==> src/rtl/mem_access_pkg.sv <==
// rtl/mem_access_pkg.sv - shared constants for the load/store stage
package mem_access_pkg;

    localparam logic [2:0] LB  = 3'd0;
    localparam logic [2:0] LH  = 3'd1;
    localparam logic [2:0] LW  = 3'd2;
    localparam logic [2:0] LBU = 3'd4;
    localparam logic [2:0] LHU = 3'd5;
    localparam logic [2:0] SB  = 3'd0;
    localparam logic [2:0] SH  = 3'd1;
    localparam logic [2:0] SW  = 3'd2;

    typedef enum logic [1:0] {
        IDLE = 2'd0,
        REQ  = 2'd1,
        WAIT = 2'd2
    } state_t;

    localparam logic [1:0] CAUSE_NONE     = 2'd0;
    localparam logic [1:0] CAUSE_MISALIGN = 2'd1;
    localparam logic [1:0] CAUSE_TIMEOUT  = 2'd2;
    localparam logic [1:0] CAUSE_ILLEGAL  = 2'd3;

endpackage

==> src/rtl/mem_load_align.sv <==
// rtl/mem_load_align.sv - selects and extends the loaded byte/halfword/word
module mem_load_align
    import mem_access_pkg::*;
(
    input  logic [31:0] rdata,
    input  logic [1:0]  offset,
    input  logic [2:0]  size,
    output logic [31:0] data
);

    logic [7:0]  byte_v;
    logic [15:0] half_v;

    always_comb begin
        byte_v = 8'h00;
        case (offset)
            2'd0:    byte_v = rdata[7:0];
            2'd1:    byte_v = rdata[15:8];
            2'd2:    byte_v = rdata[23:16];
            default: byte_v = rdata[31:24];
        endcase
        half_v = offset[1] ? rdata[31:16] : rdata[15:0];

        data = rdata;
        case (size)
            LB:      data = {{24{byte_v[7]}}, byte_v};
            LH:      data = {{16{half_v[15]}}, half_v};
            LBU:     data = {24'h0, byte_v};
            LHU:     data = {16'h0, half_v};
            default: data = rdata;
        endcase
    end

endmodule

==> src/rtl/mem_access.sv <==
// rtl/mem_access.sv - load/store stage driving a req/gnt/rvalid data bus
module mem_access
    import mem_access_pkg::*;
#(
    parameter int TIMEOUT_CYCLES = 16
) (
    input  logic        clk,
    input  logic        rst,
    input  logic        req_i,
    input  logic        we_i,
    input  logic [2:0]  size_i,
    input  logic [31:0] addr_i,
    input  logic [31:0] wdata_i,
    input  logic [4:0]  rd_addr_i,
    output logic        bus_req_o,
    output logic        bus_we_o,
    output logic [31:0] bus_addr_o,
    output logic [3:0]  bus_be_o,
    output logic [31:0] bus_wdata_o,
    input  logic        bus_gnt_i,
    input  logic        bus_rvalid_i,
    input  logic [31:0] bus_rdata_i,
    output logic [4:0]  rd_addr_o,
    output logic [31:0] rd_data_o,
    output logic        rd_wr_en_o,
    output logic        hold_flag_o,
    output logic        exc_o,
    output logic [1:0]  exc_cause_o
);

    localparam int TO_W = $clog2(TIMEOUT_CYCLES + 1);

    state_t      state;
    logic [TO_W-1:0] to_cnt;
    logic        we_q;
    logic [2:0]  size_q;
    logic [1:0]  off_q;
    logic [4:0]  rd_q;

    logic        size_illegal;
    logic        misaligned;
    logic        complete;
    logic [3:0]  be_calc;
    logic [31:0] wdata_calc;
    logic [31:0] load_data;

    always_comb begin
        if (we_i) begin
            size_illegal = (size_i > SW);
        end else begin
            size_illegal = (size_i == 3'd3) || (size_i == 3'd6) || (size_i == 3'd7);
        end
        misaligned = ((size_i[1:0] == 2'd1) && addr_i[0]) ||
                     ((size_i[1:0] == 2'd2) && (addr_i[1:0] != 2'd0));

        // Lane encoding also used for loads so bus_be_o reflects the bytes read.
        case (size_i[1:0])
            2'd0: begin
                be_calc    = 4'b0001 << addr_i[1:0];
                wdata_calc = {4{wdata_i[7:0]}};
            end
            2'd1: begin
                be_calc    = 4'b0011 << addr_i[1:0];
                wdata_calc = {2{wdata_i[15:0]}};
            end
            default: begin
                be_calc    = 4'b1111;
                wdata_calc = wdata_i;
            end
        endcase

        complete = ((state == REQ) && bus_gnt_i && bus_rvalid_i) ||
                   ((state == WAIT) && bus_rvalid_i);

        hold_flag_o = rst && (((state == IDLE) && req_i && !size_illegal && !misaligned) ||
                              (state != IDLE));
    end

    mem_load_align u_load_align (
        .rdata  (bus_rdata_i),
        .offset (off_q),
        .size   (size_q),
        .data   (load_data)
    );

    always_ff @(posedge clk) begin
        if (!rst) begin
            state       <= IDLE;
            to_cnt      <= '0;
            we_q        <= 1'b0;
            size_q      <= 3'd0;
            off_q       <= 2'd0;
            rd_q        <= 5'd0;
            bus_req_o   <= 1'b0;
            bus_we_o    <= 1'b0;
            bus_addr_o  <= 32'h0;
            bus_be_o    <= 4'h0;
            bus_wdata_o <= 32'h0;
            rd_addr_o   <= 5'd0;
            rd_data_o   <= 32'h0;
            rd_wr_en_o  <= 1'b0;
            exc_o       <= 1'b0;
            exc_cause_o <= CAUSE_NONE;
        end else begin
            rd_wr_en_o  <= 1'b0;
            exc_o       <= 1'b0;
            exc_cause_o <= CAUSE_NONE;

            case (state)
                IDLE: begin
                    if (req_i) begin
                        if (size_illegal) begin
                            exc_o       <= 1'b1;
                            exc_cause_o <= CAUSE_ILLEGAL;
                        end else if (misaligned) begin
                            exc_o       <= 1'b1;
                            exc_cause_o <= CAUSE_MISALIGN;
                        end else begin
                            we_q        <= we_i;
                            size_q      <= size_i;
                            off_q       <= addr_i[1:0];
                            rd_q        <= rd_addr_i;
                            bus_req_o   <= 1'b1;
                            bus_we_o    <= we_i;
                            bus_addr_o  <= {addr_i[31:2], 2'b00};
                            bus_be_o    <= be_calc;
                            bus_wdata_o <= wdata_calc;
                            state       <= REQ;
                        end
                    end
                end
                REQ: begin
                    if (bus_gnt_i) begin
                        bus_req_o <= 1'b0;
                        to_cnt    <= '0;
                        state     <= bus_rvalid_i ? IDLE : WAIT;
                    end
                end
                WAIT: begin
                    if (bus_rvalid_i) begin
                        state <= IDLE;
                    end else if (to_cnt == TO_W'(TIMEOUT_CYCLES - 1)) begin
                        exc_o       <= 1'b1;
                        exc_cause_o <= CAUSE_TIMEOUT;
                        state       <= IDLE;
                    end else begin
                        to_cnt <= to_cnt + 1'b1;
                    end
                end
                default: state <= IDLE;
            endcase

            // Stores and writes to x0 complete silently.
            if (complete && !we_q) begin
                rd_addr_o  <= rd_q;
                rd_data_o  <= load_data;
                rd_wr_en_o <= (rd_q != 5'd0);
            end
        end
    end

endmodule

==> config.mk <==
export PLATFORM = sky130hd
export DESIGN_NAME = mem_access
export DESIGN_NICKNAME = d
export VERILOG_FILES = /design/src/rtl/mem_access_pkg.sv /design/src/rtl/mem_load_align.sv /design/src/rtl/mem_access.sv
export SDC_FILE = /design/constraint.sdc
export NUM_CORES = 1
export LEC_CHECK = 0
export ABC_AREA = 0
export BUFFER_PORTS_ARGS = -buffer_cell sky130_fd_sc_hd__buf_2
export CORE_MARGIN = 2
export CORE_UTILIZATION = 52
export DETAILED_ROUTE_END_ITERATION = 10
export HOLD_SLACK_MARGIN = 0.05
export PLACE_DENSITY_LB_ADDON = 0.2
export SYNTH_ARGS = -nofsm -noshare
export SYNTH_HDL_FRONTEND = slang
export SYNTH_SLANG_ARGS = --single-unit
==> constraint.sdc <==
create_clock -name clk -period 4.8 [get_ports clk]
set_input_delay 0.96 -clock clk [delete_from_list [all_inputs] [get_ports clk]]
set_output_delay 0.96 -clock clk [all_outputs]
set_load 0.05 [all_outputs]
# Word-level counts from Yosys, hierarchy flattened
# Cells that the tools add are included.
# word_totals
regBits	126
input_bits	110
# classes
bitwise_logic	2
eq_ne	20
n_lt_le_gt_ge	1
add_sub_neg	1
n_reduce_logical	32
n_shift	2
mux	35
# op_table
op	n
$pmux W32 S4	1
$pmux W32 S2	1
$pmux W8 S3	1
$mux W2	11
$mux W16	1
$mux W5	3
$eq A3 B3 Y1 const B	4
$ne A2 B2 Y1 const B	6
$mux W1	11
$logic_and A1 B1 Y1	10
$pmux W5 S2	1
$reduce_and A5 Y1	2
$pmux W4 S2	1
$reduce_and A4 Y1	2
$reduce_bool A2 Y1	4
$eq A2 B1 Y1 const B	3
$eq A2 B2 Y1 const B	3
$logic_not A2 Y1	3
$pmux W2 S3	1
$add A5 B1 Y5 const B	1
$eq A5 B4 Y1 const B	1
$logic_or A1 B1 Y1	5
$reduce_bool A5 Y1	1
$pmux W1 S2	2
other kinds (11)	14

# Longest topological paths before layout
# Gate-level depths: netlist of the first run.
# logic_depth
ltp_word	9
mapped_depth	7
ltp_nobuf	7

# Modules after synthesis
# A second synthesis of the first run with hierarchy kept.
# unflattened
cells_unflattened	700
area_unflattened_um2	6154.7
# by_module_without_submodules
module	instances	area_each_um2	cells_per_inst
mem_access	1	5181.2	568
mem_load_align	1	973.4	132

# Least setup slack after synthesis of the first run
# OpenSTA, ideal clock, no wires.
# synth_path
path_type	input to output
startpoint	input port addr_i[0]
endpoint	output port hold_flag_o
t_required_ps	3840
stages	4
path_buffers	1
t_arrival_ps	2353
slack_ps	1487
cell_sequence	buf_2 -> nor4_1 -> o21ai_0 -> a21oi_1
# synth_via
elab_chain_len	7
# synth_rtl
element	line	text
start, declared	mem_access.sv:12	input logic [31:0] addr_i,
$reduce_bool A2 Y1	mem_access.sv:54	((size_i[1:0] == 2'd2) && (addr_i[1:0] != 2'd0));
$logic_and A1 B1 Y1	mem_access.sv:54	
$logic_or A1 B1 Y1 *	mem_access.sv:53	misaligned = ((size_i[1:0] == 2'd1) && addr_i[0]) ||
$logic_not A1 Y1 *	mem_access.sv:75	hold_flag_o = rst && (((state == IDLE) && req_i && !size_illegal && !misaligned) ||
$logic_and A1 B1 Y1 *	mem_access.sv:75	
$logic_or A1 B1 Y1 *	mem_access.sv:75	
$logic_and A1 B1 Y1 *	mem_access.sv:75	
end, declared	mem_access.sv:26	output logic hold_flag_o,
# Mark *: on every way between the ends. The rest lies on a longest branch, timed or not.

# Worst setup path after layout of the first run
# layout_path
startpoint	input port size_i[0]
endpoint	output port hold_flag_o
# layout_via
elab_chain_len	9
# layout_rtl
element	line	text
start, declared	mem_access.sv:11	input logic [2:0] size_i,
parallel branches: the longest is 6 deep, another holds $gt A3 B2 Y1	--	
$logic_and A1 B1 Y1 *	mem_access.sv:75	
$logic_or A1 B1 Y1 *	mem_access.sv:75	
$logic_and A1 B1 Y1 *	mem_access.sv:75	
# Every way passes the cells marked *.

==> impl_metrics.json, run 1 <==
{
  "max_slew_margin_pct": 34.8,
  "ys_seq_area_share_pct": 47.5,
  "async_flop_share_pct": 0,
  "dr_wl_met3_mm": 1.33,
  "place_ws_ns": 1.34,
  "syn_area_um2": 5320,
  "period_needed_ns": 3.45,
  "worstReg2RegStart": "size_q[1]",
  "syn_inst": 646,
  "topRoutingLayerUsed": "met5",
  "layout-drive-gt1-share_pct": 32.4,
  "num_rows": 36,
  "numPortBuffers": 219,
  "synth_area_per_cell_um2": 8.23,
  "hold_path.class": "reg -> reg",
  "max_freq_ghz": 0.290,
  "grt_pass1_vias": 5175,
  "htreeDepth": 4,
  "synth_top_area_share_pct": 47.5,
  "hold_end": "bus_addr_o[18]",
  "dp_cells": 953,
  "ctsResizeCount": 0,
  "yosysWarnings": 0,
  "met1_length_mm": 6.04,
  "die_h_um": 105,
  "status": "finished, final reports clean",
  "synth_common_cells": "nand2_1, dfxtp_1, a21oi_1",
  "wl_per_cell_um": 15.5,
  "drt_iter0_markers": 247,
  "max-cap-violations": 0,
  "startpoint_type": "primary input",
  "holdPathStages": 2,
  "gp_congestion": 0.818,
  "multiInputGateArea_um2": 2550,
  "setup_ws_ns": 1.35,
  "core_area_um2": 9860,
  "clock_sinks": 126,
  "timing.hold.ws_ns": 0.453,
  "final-seq-area_um2": 2520,
  "grt_overflow": 0,
  "slowest_delay_ns": 0.57,
  "drc": 0,
  "crit_family": "simple AND/OR/NAND/NOR gates",
  "min-delay-start": "bus_addr_o[18]",
  "ys_ff_latch": 126,
  "ys_top_cells_by_area": "dfxtp_1, nand2_1, a21oi_1, mux2i_1, o21ai_0",
  "cts_tree": "built",
  "n_fill_cell": 782,
  "fin_worst_skew_ns": 0.00982,
  "cts_made_buffers": 17,
  "drtPass1Iterations": 5,
  "rsz0062_at_grt": "no",
  "yosysMostFrequentCell": "nand2_1",
  "postRouteAntennaNets": 0,
  "crit_path_max_fanout": 25,
  "via_per_inst": 5.51,
  "dieArea_um2": 11000,
  "yosys.area.top_type": "dfxtp_1",
  "die_w_um": 105,
  "start_util_pct": 53.9,
  "crit-reg2reg-capture": "rd_data_o[10]",
  "drv_slew": 0,
  "total_power_mw": 2.92,
  "diodes": 0,
  "setup_viol": 0,
  "cp-end-kind": "output port",
  "routed_wl_mm": 15.3,
  "ys.flop_type": "dfxtp_1",
  "critPathBufInv": 2,
  "crit_path_top_delay_cell": "nor4_1",
  "fin_crit_sh_pct": 72.0,
  "p_leak_nw": 3.13,
  "arrival_ns": 2.49,
  "crit_required_ns": 3.84,
  "reg2reg_depth": 4,
  "cts.clk_slew.worst_paths_ns": 0.06,
  "vdd_drop_max_uv": 208,
  "antenna_found_initial": 1,
  "wl_met2_mm": 7.59,
  "root_buffer": "clkbuf_8",
  "clock_path_buffers": 2,
  "fin_cells": 985,
  "grt_max_degree": 96,
  "cts_hold_buf": 0,
  "synth_cell_types": 43,
  "power.density_nw_per_um2": 415,
  "hpwlAfterDp_mm": 10.5,
  "crit_chain": "buf_2 > nor4_1 > o21ai_0 > a21oi_1 > buf_2",
  "syn_to_final_growth_pct": 32.4,
  "finalHoldViolations": 0,
  "crit_top_cell": "buf_2",
  "setup.worst_path.class": "in -> out",
  "cts_setup_buffers": 0,
  "vias": 5424,
  "nets": 951,
  "clock_latency_ns": 0.51,
  "worst_pin_slew_ns": 0.977,
  "r2r_slack_ns": 2.39,
  "io_pins": 222,
  "grt_pass1_wl_mm": 24.5,
  "grt_usage_pct": 27.4,
  "setup_tns_ns": 0,
  "synth_edf_count": 0
}
## logic make-up (layout without fill, tap and decap cells)
logic type / Yosys count / in the layout / share of synthesized area (%)
other: 1 / 2 / 0.0706
and+or+nand+nor: 224 / 224 / 17.2
adders and majority gates: 2 / 2 / 0.471
buffers and inverters: 57 / 262 / 4.83
muxes: 42 / 42 / 8.47
DFF: 126 / 126 / 47.5
AOI/OAI and AO/OA: 192 / 192 / 21.1
xor gates and xnor gates: 2 / 2 / 0.330
## registers in the layout, summed over array words and instances (netlist names)
signal	count
bus_be_o	4
rd_data_o	32
bus_addr_o	30
rd_wr_en_o	1
bus_req_o	1
exc_o	1
off_q	2
to_cnt	5
bus_wdata_o	32
exc_cause_o	2
we_q	1
rd_q	5
rd_addr_o	5
state	2
size_q	3
## report_power, final
group	switching (mW)	total [mW]	internal, mW
clock	0.455	1.38	0.920
sequential	0.0284	1.12	1.09
combinational	0.300	0.426	0.126
## worst reg2reg max path, cell delays in order, from the launching register on
cell and delay [ns]:
dfxtp_1 0.84, inv_1 0.30, a211oi_1 0.79, a22oi_1 0.18
o22ai_1 0.22
## stage by stage
step,area (um^2),utilization (%)
global route,7040,71.3
global placement,6400,64.9
floorplan,5320,-
CTS,7040,71.3
finish,7040,71.3
detailed placement,6400,64.9
## cell usage in the layout (no fill, tap or decap), drive strengths merged, types with 3 or more instances in the layout
cell	instances
mux2	14
buf	224
mux2i	27
nand3	5
clkinvlp	3
o211ai	8
a22oi	8
a311oi	10
bufinv	5
o22ai	8
nand3b	3
nand2b	5
inv	5
dfxtp	126
nor3	6
a211oi	9
nand2	156
a21oi	100
nor2	38
clkinv	4
clkbuf	21
o21ai	39
nor2b	3
## per-layer routing
metal	GRT usage (%)	vias to the layer above
li1	-	2627
met1	30.5	2535
met2	47.3	234
met3	10.0	26
met4	11.0	2
met5	0	-
## worst max-delay path by stage
stage	from	slack (ns)	cells past startpoint	endpoint
global placement	size_i[0]	1.38	5	hold_flag_o
global route	size_i[0]	1.08	5	hold_flag_o
CTS	size_i[0]	1.33	5	hold_flag_o
finish	size_i[0]	1.35	5	hold_flag_o
floorplan	addr_i[0]	1.49	4	hold_flag_o
detailed placement	size_i[0]	1.34	5	hold_flag_o
## layout make-up
class / instances / area share (%)
repair buffers: 224 / 16.1
flip-flops and latches: 126 / 35.8
inverters: 6 / 0.320
clock buffers: 21 / 6.38
multi-input cells: 464 / 36.3
clock inverters: 11 / 2.67
well taps: 133 / 2.36
No activity file was read; power rests on OpenSTA's default activity.
==> run 2: changes to the inputs <==
--- a/config.mk
+++ b/config.mk
@@ -8,7 +8,7 @@
 export ABC_AREA = 0
 export BUFFER_PORTS_ARGS = -buffer_cell sky130_fd_sc_hd__buf_2
 export CORE_MARGIN = 2
-export CORE_UTILIZATION = 52
+export CORE_UTILIZATION = 48
 export DETAILED_ROUTE_END_ITERATION = 10
 export HOLD_SLACK_MARGIN = 0.05
 export PLACE_DENSITY_LB_ADDON = 0.2
==> constraint.sdc (replaced) <==
create_clock -name clk -period 3.5 [get_ports clk]
set_input_delay 0.7 -clock clk [delete_from_list [all_inputs] [get_ports clk]]
set_output_delay 0.7 -clock clk [all_outputs]
set_load 0.05 [all_outputs]
==> run 2 against run 1 <==
Power rose by 31%. Clock power up 24%. Sequential share of layout area is 0.077 points higher. Critical path depth stayed put. Critical endpoint unchanged.
==> impl_metrics.json, run 2 (same netlist as run 1, synthesis figures left out) <==
{
  "place_ws_ns": 0.547,
  "drt_iter0_markers": 307,
  "vias": 5376,
  "holdPathStages": 3,
  "syn_to_final_growth_pct": 32.1,
  "grt_pass1_vias": 4965,
  "rsz0062_at_grt": "no",
  "clock_latency_ns": 0.51,
  "antenna_found_initial": 1,
  "max-cap-violations": 0,
  "cts_hold_buf": 0,
  "die_h_um": 109,
  "setup_viol": 0,
  "grt_pass1_wl_mm": 23.4,
  "n_fill_cell": 953,
  "clock_path_buffers": 2,
  "reg2reg_depth": 7,
  "p_leak_nw": 3.13,
  "cts.clk_slew.worst_paths_ns": 0.06,
  "critPathBufInv": 2,
  "numPortBuffers": 219,
  "setup.worst_path.class": "in -> out",
  "cp-end-kind": "output port",
  "root_buffer": "clkbuf_8",
  "routed_wl_mm": 15.2,
  "drtPass1Iterations": 5,
  "grt_max_degree": 96,
  "startpoint_type": "primary input",
  "io_pins": 222,
  "layout_commonest_cell": "buf_2",
  "crit_path_top_delay_cell": "nor4_1",
  "power.density_nw_per_um2": 545,
  "grt_usage_pct": 25.2,
  "cts_made_buffers": 17,
  "crit_required_ns": 2.80,
  "setup_ws_ns": 0.519,
  "crit_chain": "buf_2 > nor4_1 > o21ai_0 > a21oi_1 > buf_2",
  "num_rows": 38,
  "die_w_um": 109,
  "critical_path_depth": 5,
  "dr_wl_met3_mm": 1.12,
  "met1_length_mm": 6.11,
  "status": "finished, final reports clean",
  "setup_tns_ns": 0,
  "postRouteAntennaNets": 0,
  "drc": 0,
  "timing.hold.ws_ns": 0.421,
  "crit_family": "simple AND/OR/NAND/NOR gates",
  "worst_pin_slew_ns": 0.972,
  "htreeDepth": 4,
  "max_slew_margin_pct": 34.3,
  "final_cell_mix": "buf_2, nand2_1, dfxtp_1",
  "fin_crit_sh_pct": 85.2,
  "ctsResizeCount": 0,
  "clock_sinks": 126,
  "dieArea_um2": 11900,
  "arrival_ns": 2.28,
  "drv_slew": 0,
  "period_needed_ns": 2.98,
  "diodes": 0,
  "fin_worst_skew_ns": 0.00696,
  "start_util_pct": 49.0,
  "via_per_inst": 5.40,
  "core_area_um2": 10800,
  "grt_overflow": 0,
  "crit_path_max_fanout": 25,
  "hold_path.class": "in -> reg",
  "crit_top_cell": "buf_2",
  "finalHoldViolations": 0,
  "nets": 954,
  "hpwlAfterDp_mm": 10.5,
  "layout-drive-gt1-share_pct": 32.4,
  "wl_met2_mm": 7.67,
  "reg.largest.list": "bus_wdata_o: 32 flops, rd_data_o: 32 flops, bus_addr_o: 30 flops",
  "slowest_delay_ns": 0.60,
  "gp_congestion": 0.823,
  "cts_tree": "built",
  "max_freq_ghz": 0.335,
  "cts_setup_buffers": 0,
  "wl_per_cell_um": 15.2,
  "topRoutingLayerUsed": "met5",
  "vdd_drop_max_uv": 351
}
[run 2: through the flow]
stage | total power, mW | util, % | area [um^2] | cells
detailed placement | 2.15 | 59.4 | 6440 | 963
finish | 3.83 | 64.8 | 7020 | 995
CTS | 3.85 | 64.8 | 7020 | 995
floorplan | 1.97 | - | 5320 | 647
global route | 3.96 | 64.8 | 7020 | 995
global placement | 2.13 | 59.4 | 6440 | 963
[run 2: power breakdown]
| group | internal (mW) | switching (mW) |
|---|---|---|
| Clock | 1.10 | 0.604 |
| Combinational | 0.176 | 0.415 |
| Sequential | 1.50 | 0.0342 |
[run 2: layer usage]
layer	up-vias	track usage [%]
met5	-	0
met4	2	10.1
met3	24	7.53
met2	195	43.6
met1	2525	29.2
li1	2630	-
[run 2: layout make-up]
cell class              instances  area [um^2]  share of cell area, %
clock inverters                 6         80.1                   1.14
inverters                       6         22.5                  0.321
clock buffers                  26          498                   7.09
flip-flops and latches        126         2520                   35.9
well taps                     140          175                   2.49
multi-input cells             464         2550                   36.4
repair buffers                227         1170                   16.6
[run 2: worst paths after layout]
| check | slack [ns] | to | startpoint |
|---|---|---|---|
| max | 0.52 | hold_flag_o | size_i[0] |
| min reg2reg | 0.45 | bus_addr_o[29] | bus_addr_o[29] |
| max reg2reg | 1.18 | to_cnt[3] | to_cnt[0] |
| min | 0.42 | bus_addr_o[31] | addr_i[31] |
[run 2: worst min-delay path: stages]
cell and delay (ns):
buf_2 0.09, nand2_1 0.04, a21oi_1 0.05
